### src/rtl/gps_pkg.sv
// rtl/gps_pkg.sv - shared types and defaults for the GPS UART transmit arbiter
package gps_pkg;

    typedef enum logic [1:0] {
        ST_IDLE  = 2'd0,
        ST_LOAD  = 2'd1,
        ST_SHIFT = 2'd2
    } state_t;

    localparam logic [1:0] GRANT_NONE = 2'b00;
    localparam logic [1:0] GRANT_HOST = 2'b01;
    localparam logic [1:0] GRANT_RTK  = 2'b10;

    // 100 MHz / 38400 baud, truncated
    localparam int DEF_CLKS_PER_BIT = 2604;
    localparam int DEF_GAP_CLKS     = 100000;

endpackage

### src/rtl/gps_uart_tx.sv
// rtl/gps_uart_tx.sv - 8N1 UART serializer with registered line output
module gps_uart_tx
    import gps_pkg::*;
#(
    parameter int CLKS_PER_BIT = DEF_CLKS_PER_BIT
) (
    input  logic       clk,
    input  logic       reset,
    input  logic       load,
    input  logic [7:0] data,
    output logic       busy,
    output logic       done,
    output logic       tx
);
    localparam int CNT_W = $clog2(CLKS_PER_BIT + 1);
    localparam logic [CNT_W-1:0] CNT_LAST = CNT_W'(CLKS_PER_BIT - 1);

    logic [CNT_W-1:0] cnt_q;
    logic [3:0]       bit_q;
    logic [8:0]       shreg_q;
    logic             busy_q;
    logic             tx_q;

    assign busy = busy_q;
    assign tx   = tx_q;
    // done marks the final cycle of the stop bit
    assign done = busy_q && (bit_q == 4'd9) && (cnt_q == CNT_LAST);

    always_ff @(posedge clk) begin
        if (reset) begin
            busy_q  <= 1'b0;
            tx_q    <= 1'b1;
            cnt_q   <= '0;
            bit_q   <= '0;
            shreg_q <= '1;
        end else if (!busy_q) begin
            if (load) begin
                busy_q  <= 1'b1;
                tx_q    <= 1'b0;
                cnt_q   <= '0;
                bit_q   <= '0;
                shreg_q <= {1'b1, data};
            end
        end else if (cnt_q == CNT_LAST) begin
            cnt_q <= '0;
            if (bit_q == 4'd9) begin
                busy_q <= 1'b0;
                tx_q   <= 1'b1;
            end else begin
                bit_q   <= bit_q + 4'd1;
                tx_q    <= shreg_q[0];
                shreg_q <= {1'b1, shreg_q[8:1]};
            end
        end else begin
            cnt_q <= cnt_q + 1'b1;
        end
    end

endmodule

### src/rtl/gps_tx_arbiter.sv
// rtl/gps_tx_arbiter.sv - frame-atomic round-robin arbiter feeding the receiver UART
module gps_tx_arbiter
    import gps_pkg::*;
#(
    parameter int CLKS_PER_BIT = DEF_CLKS_PER_BIT,
    parameter int GAP_CLKS     = DEF_GAP_CLKS
) (
    input  logic       clk,
    input  logic       reset,
    input  logic [7:0] host_data,
    input  logic       host_valid,
    input  logic       host_last,
    output logic       host_ready,
    input  logic [7:0] rtk_data,
    input  logic       rtk_valid,
    input  logic       rtk_last,
    output logic       rtk_ready,
    output logic       gps_tx,
    output logic [1:0] grant,
    output logic       busy,
    output logic       timeout_err
);
    localparam int GAP_W = $clog2(GAP_CLKS + 1);
    localparam logic [GAP_W-1:0] GAP_LAST = GAP_W'(GAP_CLKS - 1);

    state_t           state_q;
    logic [1:0]       grant_q;
    logic             host_next_q;
    logic [GAP_W-1:0] gap_q;
    logic             last_q;
    logic             timeout_q;

    logic       uart_busy;
    logic       uart_done;
    logic       hs;
    logic       sel_last;
    logic [7:0] sel_data;

    assign host_ready  = (state_q == ST_LOAD) && (grant_q == GRANT_HOST) && !uart_busy;
    assign rtk_ready   = (state_q == ST_LOAD) && (grant_q == GRANT_RTK) && !uart_busy;
    assign hs          = (host_valid && host_ready) || (rtk_valid && rtk_ready);
    assign sel_data    = (grant_q == GRANT_RTK) ? rtk_data : host_data;
    assign sel_last    = (grant_q == GRANT_RTK) ? rtk_last : host_last;
    assign grant       = grant_q;
    assign busy        = (grant_q != GRANT_NONE);
    assign timeout_err = timeout_q;

    gps_uart_tx #(
        .CLKS_PER_BIT(CLKS_PER_BIT)
    ) u_uart (
        .clk  (clk),
        .reset(reset),
        .load (hs),
        .data (sel_data),
        .busy (uart_busy),
        .done (uart_done),
        .tx   (gps_tx)
    );

    always_ff @(posedge clk) begin
        if (reset) begin
            state_q     <= ST_IDLE;
            grant_q     <= GRANT_NONE;
            host_next_q <= 1'b1;
            gap_q       <= '0;
            last_q      <= 1'b0;
            timeout_q   <= 1'b0;
        end else begin
            timeout_q <= 1'b0;
            case (state_q)
                ST_IDLE: begin
                    gap_q <= '0;
                    if (host_valid && (host_next_q || !rtk_valid)) begin
                        grant_q <= GRANT_HOST;
                        state_q <= ST_LOAD;
                    end else if (rtk_valid) begin
                        grant_q <= GRANT_RTK;
                        state_q <= ST_LOAD;
                    end
                end
                ST_LOAD: begin
                    if (hs) begin
                        last_q  <= sel_last;
                        gap_q   <= '0;
                        state_q <= ST_SHIFT;
                    end else if (gap_q == GAP_LAST) begin
                        // a stalled owner loses the line and yields the next tie
                        timeout_q   <= 1'b1;
                        grant_q     <= GRANT_NONE;
                        host_next_q <= (grant_q == GRANT_RTK);
                        gap_q       <= '0;
                        state_q     <= ST_IDLE;
                    end else begin
                        gap_q <= gap_q + 1'b1;
                    end
                end
                ST_SHIFT: begin
                    if (uart_done) begin
                        if (last_q) begin
                            grant_q     <= GRANT_NONE;
                            host_next_q <= (grant_q == GRANT_RTK);
                            state_q     <= ST_IDLE;
                        end else begin
                            state_q <= ST_LOAD;
                        end
                    end
                end
                default: state_q <= ST_IDLE;
            endcase
        end
    end

endmodule
### config.mk
export PLATFORM = sky130hd
export DESIGN_NAME = gps_tx_arbiter
export DESIGN_NICKNAME = d
export VERILOG_FILES = /design/src/rtl/gps_pkg.sv /design/src/rtl/gps_uart_tx.sv /design/src/rtl/gps_tx_arbiter.sv
export SDC_FILE = /design/constraint.sdc
export NUM_CORES = 1
export LEC_CHECK = 0
export ABC_AREA = 1
export CORE_AREA = 2 2 97 81
export DETAILED_ROUTE_END_ITERATION = 6
export DIE_AREA = 0 0 99 83
export GPL_TIMING_DRIVEN = 0
export PLACE_DENSITY = 0.71
export SLEW_MARGIN = 5
export SYNTH_ARGS = -nofsm -noshare
export SYNTH_HDL_FRONTEND = slang
export SYNTH_SLANG_ARGS = --single-unit
### constraint.sdc
create_clock -name clk -period 1.65 [get_ports clk]
set_clock_uncertainty 0.2 [all_clocks]
set_input_delay 0.33 -clock clk [delete_from_list [all_inputs] [get_ports clk]]
set_output_delay 0.33 -clock clk [all_outputs]
set_load 0.05 [all_outputs]
==> results of run 1 <==
## repair_timing
item / 4_1_cts / 5_1_grt
setup endpoints to repair: 54 / 52
gates cloned: 4 / 0
gates resized for setup: 122 / 67
buffers inserted: 21 / 16
pin swaps: 33 / 24
## cells in the mapped netlist (6+ instances only)
cell                      number
sky130_fd_sc_hd__ha_1          8
sky130_fd_sc_hd__a21oi_1      18
sky130_fd_sc_hd__nand3_1      38
sky130_fd_sc_hd__nor2_2        8
sky130_fd_sc_hd__nand2_1     124
sky130_fd_sc_hd__o21ai_0      18
sky130_fd_sc_hd__dfxtp_1      50
sky130_fd_sc_hd__a31oi_1       9
sky130_fd_sc_hd__nor3_1       10
sky130_fd_sc_hd__inv_1        43
sky130_fd_sc_hd__nor2_1       57
sky130_fd_sc_hd__inv_2         6
## final cells by class
class	count	area [sq um]	area share, %
multi-input combinational	319	2080	48.4
sequential	50	1030	24.0
timing repair buffer	68	651	15.2
inverter	52	225	5.25
tap	90	113	2.62
buffer	11	109	2.54
clock buffer	6	72.6	1.69
clock inverter	2	13.8	0.321
## worst max-delay path, stage by stage (launching register included)
cell                      delay (ns)
sky130_fd_sc_hd__dfxtp_2        0.35
sky130_fd_sc_hd__inv_2          0.05
sky130_fd_sc_hd__ha_4           0.18
sky130_fd_sc_hd__inv_6          0.09
sky130_fd_sc_hd__nor2_4         0.05
sky130_fd_sc_hd__nand3_2        0.08
sky130_fd_sc_hd__nand2_4        0.10
sky130_fd_sc_hd__buf_6          0.14
sky130_fd_sc_hd__nor2_4         0.21
sky130_fd_sc_hd__buf_6          0.18
sky130_fd_sc_hd__nand2_2        0.06
sky130_fd_sc_hd__a21oi_2        0.13
## where the power goes
part,internal [mW],switching [mW],total (mW)
Combinational,1.13,1.47,2.60
Sequential,1.35,0.137,1.49
Clock,0.301,0.431,0.732
## kinds of logic after synthesis
group | share of synthesized area (%)
simple gates | 39.3
buf+inv | 10.1
compound gates | 9.79
flops | 35.4
fa+ha+maj | 3.54
xor+xnor | 1.86
## layout by cell type, fill, tap and decap left out, types with 19 or more instances in the layout
master,Yosys,routed
sky130_fd_sc_hd__clkdlybuf4s50_1,0,20
sky130_fd_sc_hd__inv_1,43,38
sky130_fd_sc_hd__nand3_1,38,22
sky130_fd_sc_hd__nand2_1,124,89
sky130_fd_sc_hd__buf_4,1,27
sky130_fd_sc_hd__nor2_1,57,43
sky130_fd_sc_hd__dfxtp_1,50,37
sky130_fd_sc_hd__nand2_2,2,23
sky130_fd_sc_hd__buf_6,2,19
## worst paths after layout
| check | start | cells after the start | to |
|---|---|---|---|
| hold reg to reg | u_uart.cnt_q[10] | 2 | u_uart.cnt_q[10] |
| hold / removal | reset | 2 | u_uart.cnt_q[1] |
| setup reg to reg | state_q[1] | 11 | u_uart.cnt_q[4] |
| setup / recovery | state_q[1] | 11 | u_uart.cnt_q[4] |
## registers in the layout, indices dropped and copies added (netlist names)
| name | count |
|---|---|
| u_uart.tx | 1 |
| u_uart.bit_q | 4 |
| gap_q | 17 |
| grant | 2 |
| timeout_err | 1 |
| u_uart.busy | 1 |
| last_q | 1 |
| u_uart.cnt_q | 12 |
| state_q | 2 |
| u_uart.shreg_q | 8 |
| host_next_q | 1 |
## metal layers
metal | vias up | GRT usage, % | routed length (um)
met2 | 91 | 29.1 | 4070
met5 | - | 0 | 0
met3 | 15 | 2.61 | 362
li1 | 1531 | - | -
met4 | 0 | 6.60 | 160
met1 | 1452 | 25.5 | 3740
## stage by stage
stage | instance area (sq um) | TNS, ns
global placement | 3320 | -13.90
floorplan | 2940 | -0.705
detailed placement | 3320 | -15.12
CTS | 3930 | -5.65
finish | 4290 | -7.46
global route | 4290 | -11.44
==> load_flow_metrics.sql, run 1 <==
INSERT INTO impl_metrics (metric_group, metric, value, unit) VALUES
('status', 'status', 'finished, violations left', ''),
('status', 'violated_checks', 'negative setup slack', ''),
('power', 'p_total', '4.82', 'mW'),
('power', 'leak_pwr', '1.63', 'nW'),
('routing', 'drt_pass_1_iters', '5', ''),
('clock_network', 'clk_pin_slew', '0.10', 'ns'),
('job', 'cap_viol_max_count', '0', ''),
('yosys', 'sequential_area_share_after_synthesis', '35.4', '%'),
('floorplanning', 'io_pins', '29', ''),
('setup_path', 'timing_worst_setup_path_type', 'flop to flop', ''),
('power', 'vdd_drop_max', '0.979', 'mV'),
('floorplanning', 'die_w', '99', 'um'),
('yosys', 'post_synth_inst_count', '432', ''),
('yosys', 'number_of_flops_mapped_to_enable_cells_by_yosys', '0', ''),
('routing', 'detailedRoute.firstIterationViolations', '197', ''),
('clock_network', 'cts_buffers', '5', ''),
('sta', 'hold_violations', '0', ''),
('sta', 'timing_worst_slew_pin_value', '0.711', 'ns'),
('yosys', 'async_set_or_reset_register_ratio_after_synthesis', '0', '%'),
('placement', 'place_hpwl', '4690', 'um'),
('layout', 'layout.core_utilization', '59.8', '%'),
('hold_path', 'worstHoldPathType', 'input port to flop', ''),
('layout', 'drive_above_1_share', '39.6', '%'),
('layout', 'layout-area-overhead-vs-synth', '51.9', '%'),
('placement', 'placed_cells', '549', ''),
('placement', 'buffer_ports.inserted', '27', ''),
('yosys', 'post_synth_num_cell_types', '36', ''),
('global_route', 'grt_first_pass_wirelength', '12500', 'um'),
('yosys', 'dominantRegCellSynth', 'sky130_fd_sc_hd__dfxtp_1', ''),
('global_route', 'gr-usage-all-layers', '18.4', '%'),
('sta', 'relSlewSlack', '52.6', '%'),
('yosys', 'synth.avg_cell_area', '6.54', 'sq um'),
('setup_path', 'worstPathArrival', '1.93', 'ns'),
('sta', 'setup_repair_after_global_routing_missed_its_margin', 'yes', ''),
('yosys', 'synth.area.top_cells', 'sky130_fd_sc_hd__dfxtp_1, sky130_fd_sc_hd__nand2_1, sky130_fd_sc_hd__nor2_1, sky130_fd_sc_hd__nand3_1, sky130_fd_sc_hd__inv_1', ''),
('clock_network', 'cts_tree', 'yes', ''),
('placement', 'dp_worst_setup_slack', '-0.571', 'ns'),
('setup_path', 'critical_path_peak_fanout', '6', ''),
('sta', 'hold_slack', '0.0963', 'ns'),
('yosys', 'synth-warning-count', '0', ''),
('routing', 'drtAntennaViolNets', '0', ''),
('placement', 'place_congestion', '0.837', ''),
('yosys', 'mappedNetlistNets', '462', ''),
('global_route', 'initial_antenna_violation_count', '0', ''),
('routing', 'post_drt_via_cell_ratio', '5.17', ''),
('sta', 'fmax', '0.532', 'GHz'),
('routing', 'overall_via_count_from_detail_route', '3089', ''),
('layout', 'final_net_count', '537', ''),
('setup_path', 'critPathLaunchType', 'flop', ''),
('sta', 'report.final.setup_viol', '50', ''),
('floorplanning', 'design.die.area', '8220', 'sq um'),
('setup_path', 'timing.reg2reg.setup_slack', '-0.23', 'ns'),
('routing', 'routed_wire_length_per_instance', '13.9', 'um'),
('global_route', 'grt_start_max_net_pins', '16', ''),
('routing', 'route.detailed.drc', '0', ''),
('sta', 'period_needed', '1.88', 'ns'),
('floorplanning', 'placeableCoreArea', '7180', 'sq um'),
('yosys', 'netlist.top_cell.by_area', 'sky130_fd_sc_hd__dfxtp_1', ''),
('yosys', 'mappedNetlistArea', '2830', 'sq um'),
('floorplanning', 'placement_rows', '28', ''),
('layout', 'num-fill-cells', '560', ''),
('setup_path', 'critical_path_required', '1.69', 'ns'),
('floorplanning', 'initial_utilization', '39.3', '%'),
('routing', 'drt_wl_total', '8340', 'um'),
('clock_network', 'clk_root_buf', 'sky130_fd_sc_hd__clkbuf_8', ''),
('setup_path', 'setup.worst_path.end_class', 'flop', ''),
('floorplanning', 'dieHeight', '83', 'um'),
('clock_network', 'clock-sinks', '50', ''),
('clock_network', 'level_count_of_the_clock_h_tree', '2', ''),
('global_route', 'overflow', '0', ''),
('global_route', 'grt_pass1_vias', '2740', ''),
('sta', 'timing.final.crit_share', '114', '%'),
('sta', 'timing_max_transition_violations_final', '0', ''),
('clock_network', 'clockBufferDepth', '2', ''),
('layout', 'layoutNonFillerInstCount', '598', ''),
('yosys', 'yosysTopAreaCellShare', '35.4', '%'),
('power', 'p_per_area', '1120', 'nW/um^2'),
('sta', 'post-route-worst-setup-slack', '-0.231', 'ns'),
('clock_network', 'hold_buffers', '0', ''),
('yosys', 'synth-seq-cells', '50', ''),
('layout', 'n_antenna_cell', '0', ''),
('clock_network', 'worst_skew_pair.late_latency', '0.31', 'ns');
Note: power is estimated with default switching activity, not from simulation.
==> run 2: changes to the inputs <==
--- a/config.mk
+++ b/config.mk
@@ -6,6 +6,7 @@
 export NUM_CORES = 1
 export LEC_CHECK = 0
 export ABC_AREA = 1
+export CAP_MARGIN = 20
 export CORE_AREA = 2 2 97 81
 export DETAILED_ROUTE_END_ITERATION = 6
 export DIE_AREA = 0 0 99 83
==> constraint.sdc (replaced) <==
create_clock -name clk -period 1.6 [get_ports clk]
set_clock_uncertainty 0.2 [all_clocks]
set_input_delay 0.32 -clock clk [delete_from_list [all_inputs] [get_ports clk]]
set_output_delay 0.32 -clock clk [all_outputs]
set_load 0.05 [all_outputs]
==> run 2 against run 1 <==
The run still ends with negative setup slack left; non-clock buffer count decreased by 6; sequential share of layout area decreased by 0.14 points; critical path depth decreased by 5; worst hold slack got worse by 0.0066 ns; wire length increased by 6.8%; final cell count decreased by 1.2%; power increased by 7.9%; largest power group unchanged.
==> load_flow_metrics.sql, run 2 (synthesis results as in run 1) <==
INSERT INTO impl_metrics (metric_group, metric, value, unit) VALUES
('setup_path', 'timing.reg2reg.setup_slack', '-0.31', 'ns'),
('sta', 'timing_worst_slew_pin_value', '0.628', 'ns'),
('sta', 'report.final.setup_viol', '52', ''),
('setup_path', 'top_cell_family_by_delay_on_the_critical_path', 'buffers and inverters', ''),
('sta', 'fmax', '0.516', 'GHz'),
('setup_path', 'path_cells', 'inv_4 > ha_4 > inv_8 > buf_12 > nor3_4 > buf_6', ''),
('setup_path', 'critical_path_required', '1.08', 'ns'),
('floorplanning', 'dieHeight', '83', 'um'),
('status', 'status', 'finished, violations left', ''),
('sta', 'timing_max_transition_violations_final', '0', ''),
('global_route', 'initial_antenna_violation_count', '0', ''),
('routing', 'overall_via_count_from_detail_route', '3156', ''),
('floorplanning', 'initial_utilization', '39.3', '%'),
('clock_network', 'worst_skew_pair.late_latency', '0.31', 'ns'),
('layout', 'n_antenna_cell', '0', ''),
('setup_path', 'critical_path_buf_inv_count', '4', ''),
('routing', 'drt_wl_total', '8900', 'um'),
('routing', 'met2RoutedLength', '4270', 'um'),
('layout', 'most_frequent_standard_cell_in_the_layout_excluding_fill_and_tap_cells', 'sky130_fd_sc_hd__nand2_1', ''),
('setup_path', 'worstPathArrival', '1.42', 'ns'),
('clock_network', 'cts_buffers', '5', ''),
('setup_path', 'setup.worst_path.end_class', 'output port', ''),
('clock_network', 'hold_buffers', '0', ''),
('floorplanning', 'io_pins', '29', ''),
('layout', 'mostFrequentLayoutCells', 'sky130_fd_sc_hd__nand2_1, sky130_fd_sc_hd__nor2_1, sky130_fd_sc_hd__inv_1, sky130_fd_sc_hd__dfxtp_1', ''),
('layout', 'drive_above_1_share', '40.7', '%'),
('clock_network', 'clockBufferDepth', '2', ''),
('routing', 'post_drt_via_cell_ratio', '5.34', ''),
('global_route', 'overflow', '0', ''),
('routing', 'routed.top_layer', 'met4', ''),
('layout', 'layout-area-overhead-vs-synth', '52.8', '%'),
('routing', 'met3RoutedLength', '500', 'um'),
('clock_network', 'clk_pin_slew', '0.10', 'ns'),
('routing', 'route.detailed.drc', '0', ''),
('placement', 'place_congestion', '0.892', ''),
('sta', 'period_needed', '1.94', 'ns'),
('clock_network', 'clk_root_buf', 'sky130_fd_sc_hd__clkbuf_8', ''),
('setup_path', 'crit_slowest_cell', 'sky130_fd_sc_hd__dfxtp_2', ''),
('floorplanning', 'die_w', '99', 'um'),
('power', 'p_per_area', '1210', 'nW/um^2'),
('layout', 'largest_register_ffs', '17', ''),
('layout', 'num-fill-cells', '583', ''),
('routing', 'wire_length_on_met1', '3830', 'um'),
('sta', 'relSlewSlack', '58.1', '%'),
('power', 'vdd_drop_max', '1.06', 'mV'),
('sta', 'hold_slack', '0.0897', 'ns'),
('setup_path', 'critPathLaunchType', 'flop', ''),
('sta', 'setup_repair_after_global_routing_missed_its_margin', 'yes', ''),
('placement', 'cell_area_placed', '3360', 'sq um'),
('floorplanning', 'placeableCoreArea', '7180', 'sq um'),
('routing', 'drt_pass_1_iters', '5', ''),
('clock_network', 'level_count_of_the_clock_h_tree', '2', ''),
('job', 'cap_viol_max_count', '0', ''),
('power', 'leak_pwr', '1.65', 'nW'),
('sta', 'hold_violations', '0', ''),
('layout', 'finalInstanceArea', '4320', 'sq um'),
('setup_path', 'timing_worst_setup_path_type', 'flop to output port', ''),
('floorplanning', 'placement_rows', '28', ''),
('layout', 'max_flop_register', 'gap_q', ''),
('global_route', 'grt_start_max_net_pins', '15', ''),
('routing', 'routed_wire_length_per_instance', '15.1', 'um'),
('sta', 'post-route-worst-setup-slack', '-0.337', 'ns'),
('global_route', 'grt_pass1_vias', '2902', ''),
('layout', 'top_regs', 'gap_q (17), u_uart.cnt_q (12), u_uart.shreg_q (8)', ''),
('setup_path', 'crit_path_max_incr_delay', '0.35', 'ns'),
('clock_network', 'cts_tree', 'yes', ''),
('hold_path', 'worstHoldPathType', 'input port to flop', ''),
('placement', 'place_hpwl', '4760', 'um'),
('sta', 'timing.final.crit_share', '121', '%'),
('routing', 'detailedRoute.firstIterationViolations', '191', ''),
('layout', 'final_net_count', '531', ''),
('setup_path', 'critical_path_peak_fanout', '4', ''),
('status', 'violated_checks', 'negative setup slack', ''),
('placement', 'buffer_ports.inserted', '27', ''),
('global_route', 'gr-usage-all-layers', '18.6', '%'),
('floorplanning', 'design.die.area', '8220', 'sq um'),
('clock_network', 'clock-sinks', '50', ''),
('routing', 'drtAntennaViolNets', '0', ''),
('global_route', 'grt_first_pass_wirelength', '12800', 'um');
-- run 2: worst paths after layout --
| kind | start | end | cells past startpoint |
|---|---|---|---|
| worst min-delay path | reset | u_uart.cnt_q[1] | 2 |
| worst min register to register | u_uart.shreg_q[1] | u_uart.shreg_q[1] | 2 |
| worst max register to register | u_uart.cnt_q[1] | u_uart.shreg_q[2] | 9 |
| worst max-delay path | state_q[1] | rtk_ready | 6 |
-- run 2: cell type report --
| type | instances | area (sq um) | area share, % |
|---|---|---|---|
| Buffer | 11 | 114 | 2.64 |
| Clock buffer | 7 | 108 | 2.49 |
| Inverter | 52 | 230 | 5.33 |
| Multi-Input combinational cell | 319 | 2130 | 49.3 |
| Sequential cell | 50 | 1030 | 23.9 |
| Tap cell | 90 | 113 | 2.61 |
| Timing Repair Buffer | 62 | 596 | 13.8 |
-- run 2: routing by layer --
layer	global-route usage, %	vias to the layer above
met5	0	-
met3	3.70	38
met1	24.1	1478
li1	-	1518
met2	30.9	122
met4	6.23	0
-- run 2: worst register-to-register path: stages (launching register included) --
cell and delay (ns):
sky130_fd_sc_hd__dfxtp_2 0.41, sky130_fd_sc_hd__ha_4 0.17, sky130_fd_sc_hd__nand3_1 0.13, sky130_fd_sc_hd__nor2_4 0.17, sky130_fd_sc_hd__nand3_1 0.19, sky130_fd_sc_hd__nand2_4 0.16
sky130_fd_sc_hd__nand2_8 0.08, sky130_fd_sc_hd__clkbuf_16 0.18, sky130_fd_sc_hd__nand2_4 0.05, sky130_fd_sc_hd__nand3_2 0.06
-- run 2: power breakdown --
| part | total (mW) | switching (mW) | internal (mW) |
|---|---|---|---|
| clock | 0.879 | 0.440 | 0.439 |
| sequential | 1.56 | 0.156 | 1.40 |
| combinational | 2.77 | 1.58 | 1.19 |
-- run 2: timing repair --
action,in CTS,in global routing
resized for setup,101,102
buffers inserted,23,8
setup endpoints to repair,55,55
pin swaps,27,30
cloned,4,0
-- run 2: stage by stage --
stage | TNS (ns) | worst slack, ns | total power [mW] | util [%] | std cells
global placement | -14.35 | -0.582 | 3.20 | 46.7 | 549
CTS | -7.89 | -0.234 | 4.65 | 54.4 | 583
detailed placement | -15.62 | -0.581 | 3.24 | 46.7 | 549
finish | -12.14 | -0.337 | 5.20 | 60.1 | 591
global route | -15.92 | -0.418 | 5.46 | 60.1 | 591
floorplan | -2.30 | -0.150 | 2.83 | - | 432
